$ cat src/rtl/fetch_cur_chroma_ctrl_pkg.sv
// fetch_cur_chroma_ctrl_pkg
//   Shared types and constants for the chroma current-LCU load sequencer:
//   FSM state encoding, plane encoding, V-plane base address and a
//   saturating 16-bit increment used by the optional cycle counter.
package fetch_cur_chroma_ctrl_pkg;

  typedef enum logic [2:0] {
    ST_IDLE,
    ST_REQ_U,
    ST_DAT_U,
    ST_REQ_V,
    ST_DAT_V,
    ST_DONE
  } state_e;

  localparam logic       PLANE_U     = 1'b0;
  localparam logic       PLANE_V     = 1'b1;
  localparam logic [5:0] V_BASE_ADDR = 6'd32;

  function automatic logic [15:0] sat_inc16(input logic [15:0] v);
    return (v == 16'hFFFF) ? v : v + 16'd1;
  endfunction

endpackage

$ cat src/rtl/fetch_cur_chroma_ctrl_if.sv
// fetch_cur_chroma_ctrl_if
//   Bus bundle between the load sequencer, the external fetch engine and the
//   chroma current-pixel buffer.
//   fetch_req/plane/x/y   : burst request (sequencer -> fetch engine)
//   fetch_ack             : request accepted (fetch engine -> sequencer)
//   fetch_valid/data      : returned data beats (fetch engine -> sequencer)
//   ext_load_valid/addr/data : buffer write port (sequencer -> buffer)
//   master = sequencer side, slave = fetch engine / buffer side.
interface fetch_cur_chroma_ctrl_if #(
  parameter int PIXEL_WIDTH = 8,
  parameter int LCU_CNT_W   = 8
);
  logic                     fetch_req;
  logic                     fetch_plane;
  logic [LCU_CNT_W-1:0]     fetch_x;
  logic [LCU_CNT_W-1:0]     fetch_y;
  logic                     fetch_ack;
  logic                     fetch_valid;
  logic [32*PIXEL_WIDTH-1:0] fetch_data;
  logic                     ext_load_valid;
  logic [5:0]               ext_load_addr;
  logic [32*PIXEL_WIDTH-1:0] ext_load_data;

  modport master (
    output fetch_req, fetch_plane, fetch_x, fetch_y,
    output ext_load_valid, ext_load_addr, ext_load_data,
    input  fetch_ack, fetch_valid, fetch_data
  );

  modport slave (
    input  fetch_req, fetch_plane, fetch_x, fetch_y,
    input  ext_load_valid, ext_load_addr, ext_load_data,
    output fetch_ack, fetch_valid, fetch_data
  );
endinterface

$ cat src/rtl/fetch_cur_chroma_ctrl_lcu_pos_cnt.sv
// fetch_lcu_pos_cnt
//   LCU raster position counter with frame wrap.
//   clk, rst            : clock, synchronous active-high reset
//   adv_i               : advance one LCU (one per start pulse)
//   total_x_i/total_y_i : last LCU index in x / y
//   x_o, y_o            : current LCU position
//   The first advance after reset lands on (0,0) instead of stepping past it.
module fetch_lcu_pos_cnt #(
  parameter int LCU_CNT_W = 8
) (
  input  logic                 clk,
  input  logic                 rst,
  input  logic                 adv_i,
  input  logic [LCU_CNT_W-1:0] total_x_i,
  input  logic [LCU_CNT_W-1:0] total_y_i,
  output logic [LCU_CNT_W-1:0] x_o,
  output logic [LCU_CNT_W-1:0] y_o
);
  localparam logic [LCU_CNT_W-1:0] ONE = 1;

  logic                 first_q;
  logic [LCU_CNT_W-1:0] x_q, y_q;

  always_ff @(posedge clk) begin
    if (rst) begin
      first_q <= 1'b1;
      x_q     <= '0;
      y_q     <= '0;
    end else if (adv_i) begin
      if (first_q) begin
        first_q <= 1'b0;
        x_q     <= '0;
        y_q     <= '0;
      end else if (x_q == total_x_i) begin
        x_q <= '0;
        y_q <= (y_q == total_y_i) ? '0 : y_q + ONE;
      end else begin
        x_q <= x_q + ONE;
      end
    end
  end

  assign x_o = x_q;
  assign y_o = y_q;
endmodule

$ cat src/rtl/fetch_cur_chroma_ctrl.sv
// fetch_cur_chroma_ctrl
//   Load sequencer for the triple-rotated chroma current-LCU buffer. Each
//   start pulse advances the LCU position, requests a U burst then a V burst,
//   and writes returned beats into the buffer (U -> 0..31, V -> 32..63).
//   clk, rst           : clock, synchronous active-high reset
//   sysif_start_i      : LCU start pulse
//   sysif_total_x_i/_y_i : last LCU index in x / y
//   bus (master)       : fetch request/data and buffer write port
//   ext_load_done_o    : one-cycle pulse together with the write of word 63
//   busy_o             : load in progress
//   overrun_o          : sticky, start arrived while a load was running
//   load_cycles_o      : (FETCH_CUR_CHROMA_PERF_EN only) cycles from REQ_U
//                        entry to the done pulse, saturating
module fetch_cur_chroma_ctrl
  import fetch_cur_chroma_ctrl_pkg::*;
#(
  parameter int PIXEL_WIDTH     = 8,
  parameter int WORDS_PER_PLANE = 32,
  parameter int LCU_CNT_W       = 8
) (
  input  logic                 clk,
  input  logic                 rst,
  input  logic                 sysif_start_i,
  input  logic [LCU_CNT_W-1:0] sysif_total_x_i,
  input  logic [LCU_CNT_W-1:0] sysif_total_y_i,
  fetch_cur_chroma_ctrl_if.master bus,
  output logic                 ext_load_done_o,
  output logic                 busy_o,
  output logic                 overrun_o
`ifdef FETCH_CUR_CHROMA_PERF_EN
  ,
  output logic [15:0]          load_cycles_o
`endif
);
  localparam int         DATA_W    = 32 * PIXEL_WIDTH;
  localparam logic [4:0] LAST_BEAT = 5'(WORDS_PER_PLANE - 1);

  state_e              state_q;
  logic                req_q, plane_q, wr_vld_q, done_q, busy_q, ovr_q;
  logic [4:0]          beat_q;
  logic [5:0]          wr_addr_q;
  logic [DATA_W-1:0]   wr_data_q;
  logic [LCU_CNT_W-1:0] pos_x, pos_y;

  logic in_dat, in_load, beat_ok, last_v_beat;

  // Beats are only taken while a data phase is open; anything else is dropped.
  assign in_dat      = (state_q == ST_DAT_U) || (state_q == ST_DAT_V);
  assign in_load     = (state_q == ST_REQ_U) || (state_q == ST_DAT_U) ||
                       (state_q == ST_REQ_V) || (state_q == ST_DAT_V);
  assign beat_ok     = in_dat && bus.fetch_valid;
  // A start on the same edge aborts the LCU, so that beat cannot complete it.
  assign last_v_beat = (state_q == ST_DAT_V) && bus.fetch_valid &&
                       (beat_q == LAST_BEAT) && !sysif_start_i;

  fetch_lcu_pos_cnt #(.LCU_CNT_W(LCU_CNT_W)) u_pos (
    .clk       (clk),
    .rst       (rst),
    .adv_i     (sysif_start_i),
    .total_x_i (sysif_total_x_i),
    .total_y_i (sysif_total_y_i),
    .x_o       (pos_x),
    .y_o       (pos_y)
  );

  always_ff @(posedge clk) begin
    if (rst) begin
      state_q   <= ST_IDLE;
      req_q     <= 1'b0;
      plane_q   <= PLANE_U;
      wr_vld_q  <= 1'b0;
      done_q    <= 1'b0;
      busy_q    <= 1'b0;
      ovr_q     <= 1'b0;
      beat_q    <= '0;
      wr_addr_q <= '0;
      wr_data_q <= '0;
    end else begin
      // Write path runs independently of a restart so an accepted beat
      // always lands one cycle later.
      wr_vld_q <= beat_ok;
      if (beat_ok) begin
        wr_addr_q <= (state_q == ST_DAT_V) ? (V_BASE_ADDR | {1'b0, beat_q})
                                           : {1'b0, beat_q};
        wr_data_q <= bus.fetch_data;
      end
      done_q <= 1'b0;

      if (sysif_start_i) begin
        // DONE already emitted its pulse, so a start there is a clean start.
        if (in_load) ovr_q <= 1'b1;
        state_q <= ST_REQ_U;
        req_q   <= 1'b1;
        plane_q <= PLANE_U;
        beat_q  <= '0;
        busy_q  <= 1'b1;
      end else begin
        case (state_q)
          ST_IDLE: ;
          ST_REQ_U: if (bus.fetch_ack) begin
            state_q <= ST_DAT_U;
            req_q   <= 1'b0;
          end
          ST_DAT_U: if (bus.fetch_valid) begin
            if (beat_q == LAST_BEAT) begin
              state_q <= ST_REQ_V;
              req_q   <= 1'b1;
              plane_q <= PLANE_V;
              beat_q  <= '0;
            end else begin
              beat_q <= beat_q + 5'd1;
            end
          end
          ST_REQ_V: if (bus.fetch_ack) begin
            state_q <= ST_DAT_V;
            req_q   <= 1'b0;
          end
          ST_DAT_V: if (bus.fetch_valid) begin
            if (beat_q == LAST_BEAT) begin
              state_q <= ST_DONE;
              done_q  <= 1'b1;
              beat_q  <= '0;
            end else begin
              beat_q <= beat_q + 5'd1;
            end
          end
          default: begin
            state_q <= ST_IDLE;
            busy_q  <= 1'b0;
          end
        endcase
      end
    end
  end

  assign bus.fetch_req      = req_q;
  assign bus.fetch_plane    = plane_q;
  assign bus.fetch_x        = pos_x;
  assign bus.fetch_y        = pos_y;
  assign bus.ext_load_valid = wr_vld_q;
  assign bus.ext_load_addr  = wr_addr_q;
  assign bus.ext_load_data  = wr_data_q;
  assign ext_load_done_o    = done_q;
  assign busy_o             = busy_q;
  assign overrun_o          = ovr_q;

`ifdef FETCH_CUR_CHROMA_PERF_EN
  logic [15:0] cyc_q, load_cyc_q;

  // cyc_q counts completed REQ/DAT cycles; the final DAT_V cycle is added
  // when latching so the result covers REQ_U entry through the last beat.
  always_ff @(posedge clk) begin
    if (rst) begin
      cyc_q      <= '0;
      load_cyc_q <= '0;
    end else begin
      if (sysif_start_i)  cyc_q <= '0;
      else if (in_load)   cyc_q <= sat_inc16(cyc_q);
      if (last_v_beat)    load_cyc_q <= sat_inc16(cyc_q);
    end
  end

  assign load_cycles_o = load_cyc_q;
`endif
endmodule

$ cat src/flat_wrapper.sv
// flat-port wrapper written by rule: the top's interface ports become plain ports
module fetch_cur_chroma_ctrl_flat import fetch_cur_chroma_ctrl_pkg::*;
#(
  parameter int PIXEL_WIDTH     = 8,
  parameter int WORDS_PER_PLANE = 32,
  parameter int LCU_CNT_W       = 8
)
  (clk, rst, sysif_start_i, sysif_total_x_i, sysif_total_y_i, ext_load_done_o, busy_o, overrun_o, bus_fetch_req, bus_fetch_plane, bus_fetch_x, bus_fetch_y, bus_ext_load_valid, bus_ext_load_addr, bus_ext_load_data, bus_fetch_ack, bus_fetch_valid, bus_fetch_data);
  fetch_cur_chroma_ctrl_if #(.PIXEL_WIDTH(PIXEL_WIDTH), .LCU_CNT_W(LCU_CNT_W)) bus_i ();
  input  logic clk;
  input  logic rst;
  input  logic sysif_start_i;
  input  logic [LCU_CNT_W-1:0] sysif_total_x_i;
  input  logic [LCU_CNT_W-1:0] sysif_total_y_i;
  output logic ext_load_done_o;
  output logic busy_o;
  output logic overrun_o;
  output wire logic [$bits(bus_i.fetch_req)-1:0] bus_fetch_req;
  output wire logic [$bits(bus_i.fetch_plane)-1:0] bus_fetch_plane;
  output wire logic [$bits(bus_i.fetch_x)-1:0] bus_fetch_x;
  output wire logic [$bits(bus_i.fetch_y)-1:0] bus_fetch_y;
  output wire logic [$bits(bus_i.ext_load_valid)-1:0] bus_ext_load_valid;
  output wire logic [$bits(bus_i.ext_load_addr)-1:0] bus_ext_load_addr;
  output wire logic [$bits(bus_i.ext_load_data)-1:0] bus_ext_load_data;
  input wire logic [$bits(bus_i.fetch_ack)-1:0] bus_fetch_ack;
  input wire logic [$bits(bus_i.fetch_valid)-1:0] bus_fetch_valid;
  input wire logic [$bits(bus_i.fetch_data)-1:0] bus_fetch_data;
  assign bus_fetch_req = bus_i.fetch_req;
  assign bus_fetch_plane = bus_i.fetch_plane;
  assign bus_fetch_x = bus_i.fetch_x;
  assign bus_fetch_y = bus_i.fetch_y;
  assign bus_ext_load_valid = bus_i.ext_load_valid;
  assign bus_ext_load_addr = bus_i.ext_load_addr;
  assign bus_ext_load_data = bus_i.ext_load_data;
  assign bus_i.fetch_ack = bus_fetch_ack;
  assign bus_i.fetch_valid = bus_fetch_valid;
  assign bus_i.fetch_data = bus_fetch_data;
  fetch_cur_chroma_ctrl #(.PIXEL_WIDTH(PIXEL_WIDTH), .WORDS_PER_PLANE(WORDS_PER_PLANE), .LCU_CNT_W(LCU_CNT_W)) u_core (.clk(clk), .rst(rst), .sysif_start_i(sysif_start_i), .sysif_total_x_i(sysif_total_x_i), .sysif_total_y_i(sysif_total_y_i), .bus(bus_i), .ext_load_done_o(ext_load_done_o), .busy_o(busy_o), .overrun_o(overrun_o));
endmodule
$ cat config.mk
export PLATFORM = sky130hd
export DESIGN_NAME = fetch_cur_chroma_ctrl_flat
export DESIGN_NICKNAME = d
export VERILOG_FILES = /design/src/rtl/fetch_cur_chroma_ctrl_pkg.sv /design/src/rtl/fetch_cur_chroma_ctrl_if.sv /design/src/rtl/fetch_cur_chroma_ctrl_lcu_pos_cnt.sv /design/src/rtl/fetch_cur_chroma_ctrl.sv /design/src/flat_wrapper.sv
export SDC_FILE = /design/constraint.sdc
export NUM_CORES = 1
export LEC_CHECK = 0
export CAP_MARGIN = 20
export CORE_AREA = 5 5 217 219
export DETAILED_ROUTE_END_ITERATION = 8
export DIE_AREA = 0 0 222 224
export PLACE_DENSITY = 0.57
export SLEW_MARGIN = 15
export SYNTH_ARGS = -nofsm -noshare
export SYNTH_HDL_FRONTEND = slang
export SYNTH_HIERARCHICAL = 1
export SYNTH_SLANG_ARGS = --single-unit
export TNS_END_PERCENT = 100
$ cat constraint.sdc
create_clock -name clk -period 1.7 [get_ports clk]
set_input_delay 0.255 -clock clk [delete_from_list [all_inputs] [get_ports clk]]
set_output_delay 0.255 -clock clk [all_outputs]
set_load 0.005 [all_outputs]
==> results.json, run 1 <==
{
  "status": "finished with violations",
  "p_leak_nw": 8.01,
  "synthCells": 1382,
  "cellPowerDensity_mw_per_mm2": 801,
  "die-area_mm2": 0.0497,
  "setup_ws_ns": -0.0535,
  "hold_class": "input port to flop",
  "clock_skew_ns": 0.0147,
  "violations": "negative setup slack",
  "netlist.area_leader.share": 0.510,
  "final_nets": 2234,
  "slowest_stage": "or4b_4",
  "finalCritPeriodShare": 1.03,
  "portBuffers": 560,
  "dpl.hpwl_mm": 35.3,
  "slew_headroom": 0.680,
  "end_kind": "flop",
  "grt_pass1_wl_mm": 73.0,
  "holdWs_ns": 0.0828,
  "htreeDepth": 2,
  "vias": 12700,
  "hold_buffers": 0,
  "synth-edff-count": 0,
  "start_kind": "flop",
  "grt_max_degree": 65,
  "ys_types": 45,
  "slew_viol_final": 0,
  "antenna_found_initial": 2,
  "boundaryPins": 561,
  "wire_per_inst_um": 19.6,
  "avgSynthCellArea_um2": 8.31,
  "synth_top_family_by_area": "compound AO/OA/AOI/OAI gates",
  "finalHoldViolCount": 0,
  "postLayoutCellArea_mm2": 0.0201,
  "fin_util": 0.448,
  "drive_above_1_share": 0.116,
  "die_y_um": 224,
  "maxCapViolCount": 0,
  "gr-total-overflow": 0,
  "ant_nets": 0,
  "via_per_inst": 4.93,
  "synth_area_leaders": "dfxtp_1 51%, a21oi_1 12%, nand3_1 12%, o21ai_0 11%, clkbuf_1 3.4%",
  "yosys.area_share.xor_xnor": 0.0218,
  "synthSimpleGateAreaFrac": 0.152,
  "crit_path_cell_trace": "xor2_4, nor4_4, a21oi_4, or4b_4, a21oi_2",
  "fin_cells": 2578,
  "grt_util_all_layers": 0.181,
  "place_area_mm2": 0.0185,
  "finalWeightedCongestion": 0.824,
  "clk_latency_ns": 0.53,
  "synth_seq_area_share": 0.510,
  "wl_mm": 50.5,
  "yosys_most_used_dff": "dfxtp_1",
  "synth_compound_area_frac": 0.251,
  "yosys.area_share.adder": 0.00436,
  "drc": 0,
  "syn_to_final_growth_pct": 75.2,
  "vdd_drop_max_v": 0.000563,
  "max_stage_delay_ns": 0.53,
  "cp_max_fo": 6,
  "place_inst": 2495,
  "path_class": "flop to flop",
  "die_w_um": 222,
  "fin_total_pwr_mw": 16.1,
  "min_period_ns": 1.75,
  "max_slew.worst_pin.slew_ns": 0.480,
  "syn_area_mm2": 0.0115,
  "rsz0062_at_grt": "true",
  "initial_core_util": 0.256,
  "clkTransAtPathRegs_ns": 0.06,
  "yosysWarningCount": 6,
  "dp_slack_ns": -0.408,
  "cts_root_buf": "clkbuf_16",
  "async_reset_ff_frac": 0,
  "synth-seq-cells": 293,
  "setup_tns_ns": -0.0535,
  "setup_viol_count_final": 1,
  "cp.required_ns": 2.16,
  "max_clock_freq_mhz": 570,
  "grt_pass1_vias": 12200,
  "numCtsBuffers": 35,
  "drtIter0Drc": 859,
  "cts_tree": "yes",
  "firstDrtPassIters": 5,
  "synthMuxAreaShare": 0.000871,
  "core_area_mm2": 0.0449,
  "syn-num-nets": 1663,
  "cts_num_sinks": 293,
  "num_rows": 78,
  "clockBufferDepth": 3,
  "worstPathArrival_ns": 2.21,
  "synth_largest_area_cell": "dfxtp_1"
}
cells in the final DEF (no fill, tap or decap), types with 4 or more instances in the layout:
cell	Yosys	final
dfxtp_4	0	4
xor2_1	21	18
nand4_1	5	5
a31oi_1	5	5
dfxtp_2	0	16
buf_6	4	6
buf_4	1	81
nand2_1	7	7
a32o_1	5	5
a21oi_1	269	268
o21ai_1	13	48
nor2b_1	5	5
a211o_1	4	4
dlygate4sd2_1	0	64
clkinv_2	0	9
nor3_1	19	18
nand3_1	269	269
clkbuf_1	103	7
buf_12	0	32
dlymetal6s2s_1	0	50
clkbuf_16	0	47
clkbuf_8	0	7
nor2_1	8	8
clkdlybuf4s50_1	0	445
o21ai_0	258	223
dfxtp_1	293	273
what timing repair did:
| item | CTS | global route |
|---|---|---|
| endpoints found under the setup margin | 65 | 98 |
| buffers inserted | 4 | 9 |
| resized for setup | 81 | 113 |
| hold endpoints to repair | 0 | 0 |
| pin swaps | 5 | 54 |
| cloned | 0 | 10 |
cell usage after synthesis, drive strengths merged (4+ instances only):
cell type	count
dfxtp	293
a21oi	271
o21ai	271
nand3	269
clkbuf	103
buf	55
xor2	23
nor3	19
nor2	9
nand2	7
a31oi	5
a32o	5
nand4	5
nor2b	5
a211o	4
ha	4
nor4	4
state kept, by name, indices dropped and copies added (netlist names), 3 cells and up:
| signal | count |
|---|---|
| u_core/u_pos/y_o | 8 |
| u_core/u_pos/x_o | 8 |
| u_core/state_q | 3 |
| u_core/beat_q | 5 |
| u_core/bus.ext_load_data | 256 |
| u_core/bus.ext_load_addr | 6 |
worst max-delay path, delay by kind of cell (launching register included):
kind | cells | cell delay (ns)
DFF | 1 | 0.36
AOI/OAI and AO/OA | 2 | 0.28
and+or+nand+nor | 2 | 0.88
xor gates and xnor gates | 1 | 0.16
where the power goes:
| part | internal, mW | switching (mW) |
|---|---|---|
| combinational | 1.05 | 0.841 |
| clock | 4.27 | 2.98 |
| sequential | 6.94 | 0.0446 |
| total | 12.3 | 3.86 |
routing by layer:
layer / global-route usage / share of wire
met1: 0.222 / 0.40
met2: 0.304 / 0.49
met3: 0.0592 / 0.083
met4: 0.0555 / 0.029
met5: 0 / 0.00020
path summary, 6_finish.rpt:
check | cells past startpoint | startpoint | end | slack [ns]
worst max-delay path | 5 | u_core/u_pos/x_o[4] | u_core/u_pos/y_o[0] | -0.05
worst min-delay path | 2 | rst | u_core/busy_o | 0.08
worst max register to register | 5 | u_core/u_pos/x_o[4] | u_core/u_pos/y_o[0] | -0.05
worst min register to register | 2 | u_core/bus.ext_load_data[35] | u_core/bus.ext_load_data[35] | 0.47
cell families (layout without fill, tap and decap cells):
family,after synthesis,in the layout
AO/OA/AOI/OAI,562,562
AND/OR/NAND/NOR,335,335
flip-flops,293,293
buffers and inverters,161,756
XOR/XNOR,26,26
adder cells (fa/ha/maj),4,4
multiplexers,1,1
other,0,1
final cells by class:
type                    instances  area [um^2]
repair buffers                692         7300
multi-input cells             928         5060
fillers                      4345        24800
clock buffers                  51         1050
diodes                          1         2.50
inverters                       3         11.3
flip-flops and latches        293         5900
well taps                     600          751
clock inverters                10         52.6
(Power assumes the default switching activity.)
==> run 2, diff against run 1 <==
--- a/config.mk
+++ b/config.mk
@@ -6,10 +6,10 @@
 export NUM_CORES = 1
 export LEC_CHECK = 0
 export CAP_MARGIN = 20
-export CORE_AREA = 5 5 217 219
+export CORE_AREA = 5 5 215 217
 export DETAILED_ROUTE_END_ITERATION = 8
-export DIE_AREA = 0 0 222 224
-export PLACE_DENSITY = 0.57
+export DIE_AREA = 0 0 220 222
+export PLACE_DENSITY = 0.56
 export SLEW_MARGIN = 15
 export SYNTH_ARGS = -nofsm -noshare
 export SYNTH_HDL_FRONTEND = slang
==> constraint.sdc (replaced) <==
create_clock -name clk -period 1.75 [get_ports clk]
set_input_delay 0.2625 -clock clk [delete_from_list [all_inputs] [get_ports clk]]
set_output_delay 0.2625 -clock clk [all_outputs]
set_load 0.005 [all_outputs]
==> run 2 against run 1 <==
Net effect:
- count of clock-buffer cells in the layout increased by 6
- combinational power shrank 5%
- register-to-register slack gained 0.04 ns
- the run still ends with negative setup slack left
- maximum frequency down 0.34%
- via count fell by 1.1%
- clock skew rose by 0.0097 ns
- non-clock buffer count is 20 lower
- clock power is 1% higher
- power decreased by 1.2%
- first-iteration DRC count shrank 24%
- largest power group unchanged
- design area decreased by 1.9%
==> results.json, run 2 (synthesized netlist as in run 1, its figures left out) <==
{
  "status": "finished with violations",
  "violations": "negative setup slack",
  "die_y_um": 222,
  "ant_nets": 0,
  "syn_to_final_growth_pct": 71.8,
  "grt_util_all_layers": 0.184,
  "final_nets": 2215,
  "dp_slack_ns": -0.344,
  "cp_max_fo": 10,
  "setup_ws_ns": -0.00949,
  "path_class": "flop to flop",
  "die-area_mm2": 0.0488,
  "grt_pass1_wl_mm": 72.1,
  "wl_mm": 48.4,
  "worstPathArrival_ns": 2.24,
  "core_area_mm2": 0.0439,
  "gr-total-overflow": 0,
  "cellPowerDensity_mw_per_mm2": 807,
  "fin_util": 0.449,
  "slew_headroom": 0.687,
  "place_inst": 2482,
  "seq_area_mm2": 0.00588,
  "finalHoldViolCount": 0,
  "min_period_ns": 1.76,
  "postLayoutCellArea_mm2": 0.0197,
  "drive_above_1_share": 0.101,
  "hold_class": "input port to flop",
  "die_w_um": 220,
  "cp.required_ns": 2.23,
  "setup_viol_count_final": 1,
  "fin_total_pwr_mw": 15.9,
  "cts_root_buf": "clkbuf_16",
  "cts_tree": "yes",
  "largest_reg_flops": 256,
  "numCtsBuffers": 36,
  "rsz0062_at_grt": "true",
  "fin_cells": 2553,
  "cts_num_sinks": 293,
  "boundaryPins": 561,
  "fillers": 4335,
  "max_clock_freq_mhz": 568,
  "end_kind": "flop",
  "portBuffers": 560,
  "slew_viol_final": 0,
  "initial_core_util": 0.262,
  "p_leak_nw": 6.91,
  "maxCapViolCount": 0,
  "clk_latency_ns": 0.55,
  "dpl.hpwl_mm": 34.3,
  "wire_per_inst_um": 18.9,
  "drc": 0,
  "grt_pass1_vias": 12400,
  "via_per_inst": 4.92,
  "place_area_mm2": 0.0185,
  "clkTransAtPathRegs_ns": 0.06,
  "drtIter0Drc": 651,
  "vdd_drop_max_v": 0.000673,
  "antenna_found_initial": 1,
  "num_rows": 77,
  "start_kind": "flop",
  "final_common_cell": "clkdlybuf4s50_1",
  "finalWeightedCongestion": 0.810,
  "vias": 12600,
  "firstDrtPassIters": 5,
  "grt_max_degree": 89,
  "multiInputGateArea_mm2": 0.00500,
  "finalCritPeriodShare": 1.01,
  "max_slew.worst_pin.slew_ns": 0.469,
  "clock_skew_ns": 0.0244,
  "final_cell_mix": "525 x clkdlybuf4s50_1, 279 x dfxtp_1, 269 x nand3_1, 269 x a21oi_1, 258 x o21ai_0",
  "htreeDepth": 2,
  "clockBufferDepth": 3
}
-- run 2: cell count changes in the layout (fill, tap and decap cells not counted), sizes merged --
| cell | previous run | this run |
|---|---|---|
| inv | 3 | 6 |
| clkinvlp | 1 | 2 |
| clkdlybuf4s50 | 445 | 525 |
| clkbuf | 61 | 58 |
| dlygate4sd2 | 64 | 24 |
| buf | 123 | 112 |
| dlymetal6s2s | 50 | 10 |
| clkinv | 9 | 2 |
-- run 2: timing repair --
action / CTS / global route
setup buffers: 1 / 5
setup endpoints to repair: 25 / 37
hold buffers: 0 / 0
gates resized for setup: 37 / 13
pin swaps: 0 / 3
-- run 2: final cells by class --
class                           instances  area share
Sequential cell                       293       0.298
Inverter                                3    0.000570
Clock buffer                           57      0.0563
Clock inverter                          7     0.00260
Multi-Input combinational cell        928       0.253
Tap cell                              592      0.0375
Timing Repair Buffer                  672       0.352
Antenna cell                            1    0.000127
-- run 2: power by group --
group | internal, mW | switching, mW | total, mW
clock network | 4.36 | 2.99 | 7.35
logic | 1.00 | 0.793 | 1.79
registers | 6.74 | 0.0401 | 6.78
-- run 2: critical path, cell delays in order, from the launching register on --
cell,delay [ns]
dfxtp_2,0.34
xor2_1,0.19
nor4_4,0.38
a21oi_4,0.15
or4b_1,0.48
a21oi_1,0.14
-- run 2: metrics by stage --
| stage | hold WS, ns | TNS [ns] |
|---|---|---|
| 5_1_grt | 0.159 | -0.0982 |
| 3_5_place_dp | 0.465 | -4.20 |
| 4_1_cts | 0.122 | -0.0735 |
| 6_report | 0.150 | -0.00949 |
| 3_3_place_gp | 0.457 | -4.00 |
| 2_1_floorplan | 0.380 | 0 |
-- run 2: final timing paths --
check	start	endpoint	slack, ns	cells past startpoint
worst max-delay path	u_core/u_pos/x_o[1]	u_core/u_pos/y_o[0]	-0.009	5
worst min register to register	u_core/bus.ext_load_data[61]	u_core/bus.ext_load_data[61]	0.47	2
worst max register to register	u_core/u_pos/x_o[1]	u_core/u_pos/y_o[0]	-0.009	5
worst min-delay path	rst	u_core/busy_o	0.15	2
-- run 2: routing by layer --
metal	up-vias	GRT usage	wire length, um
li1	6070	-	-
met1	5960	0.215	19100
met2	452	0.311	23400
met3	84	0.0635	4400
met4	0	0.0640	1460
met5	-	0	0
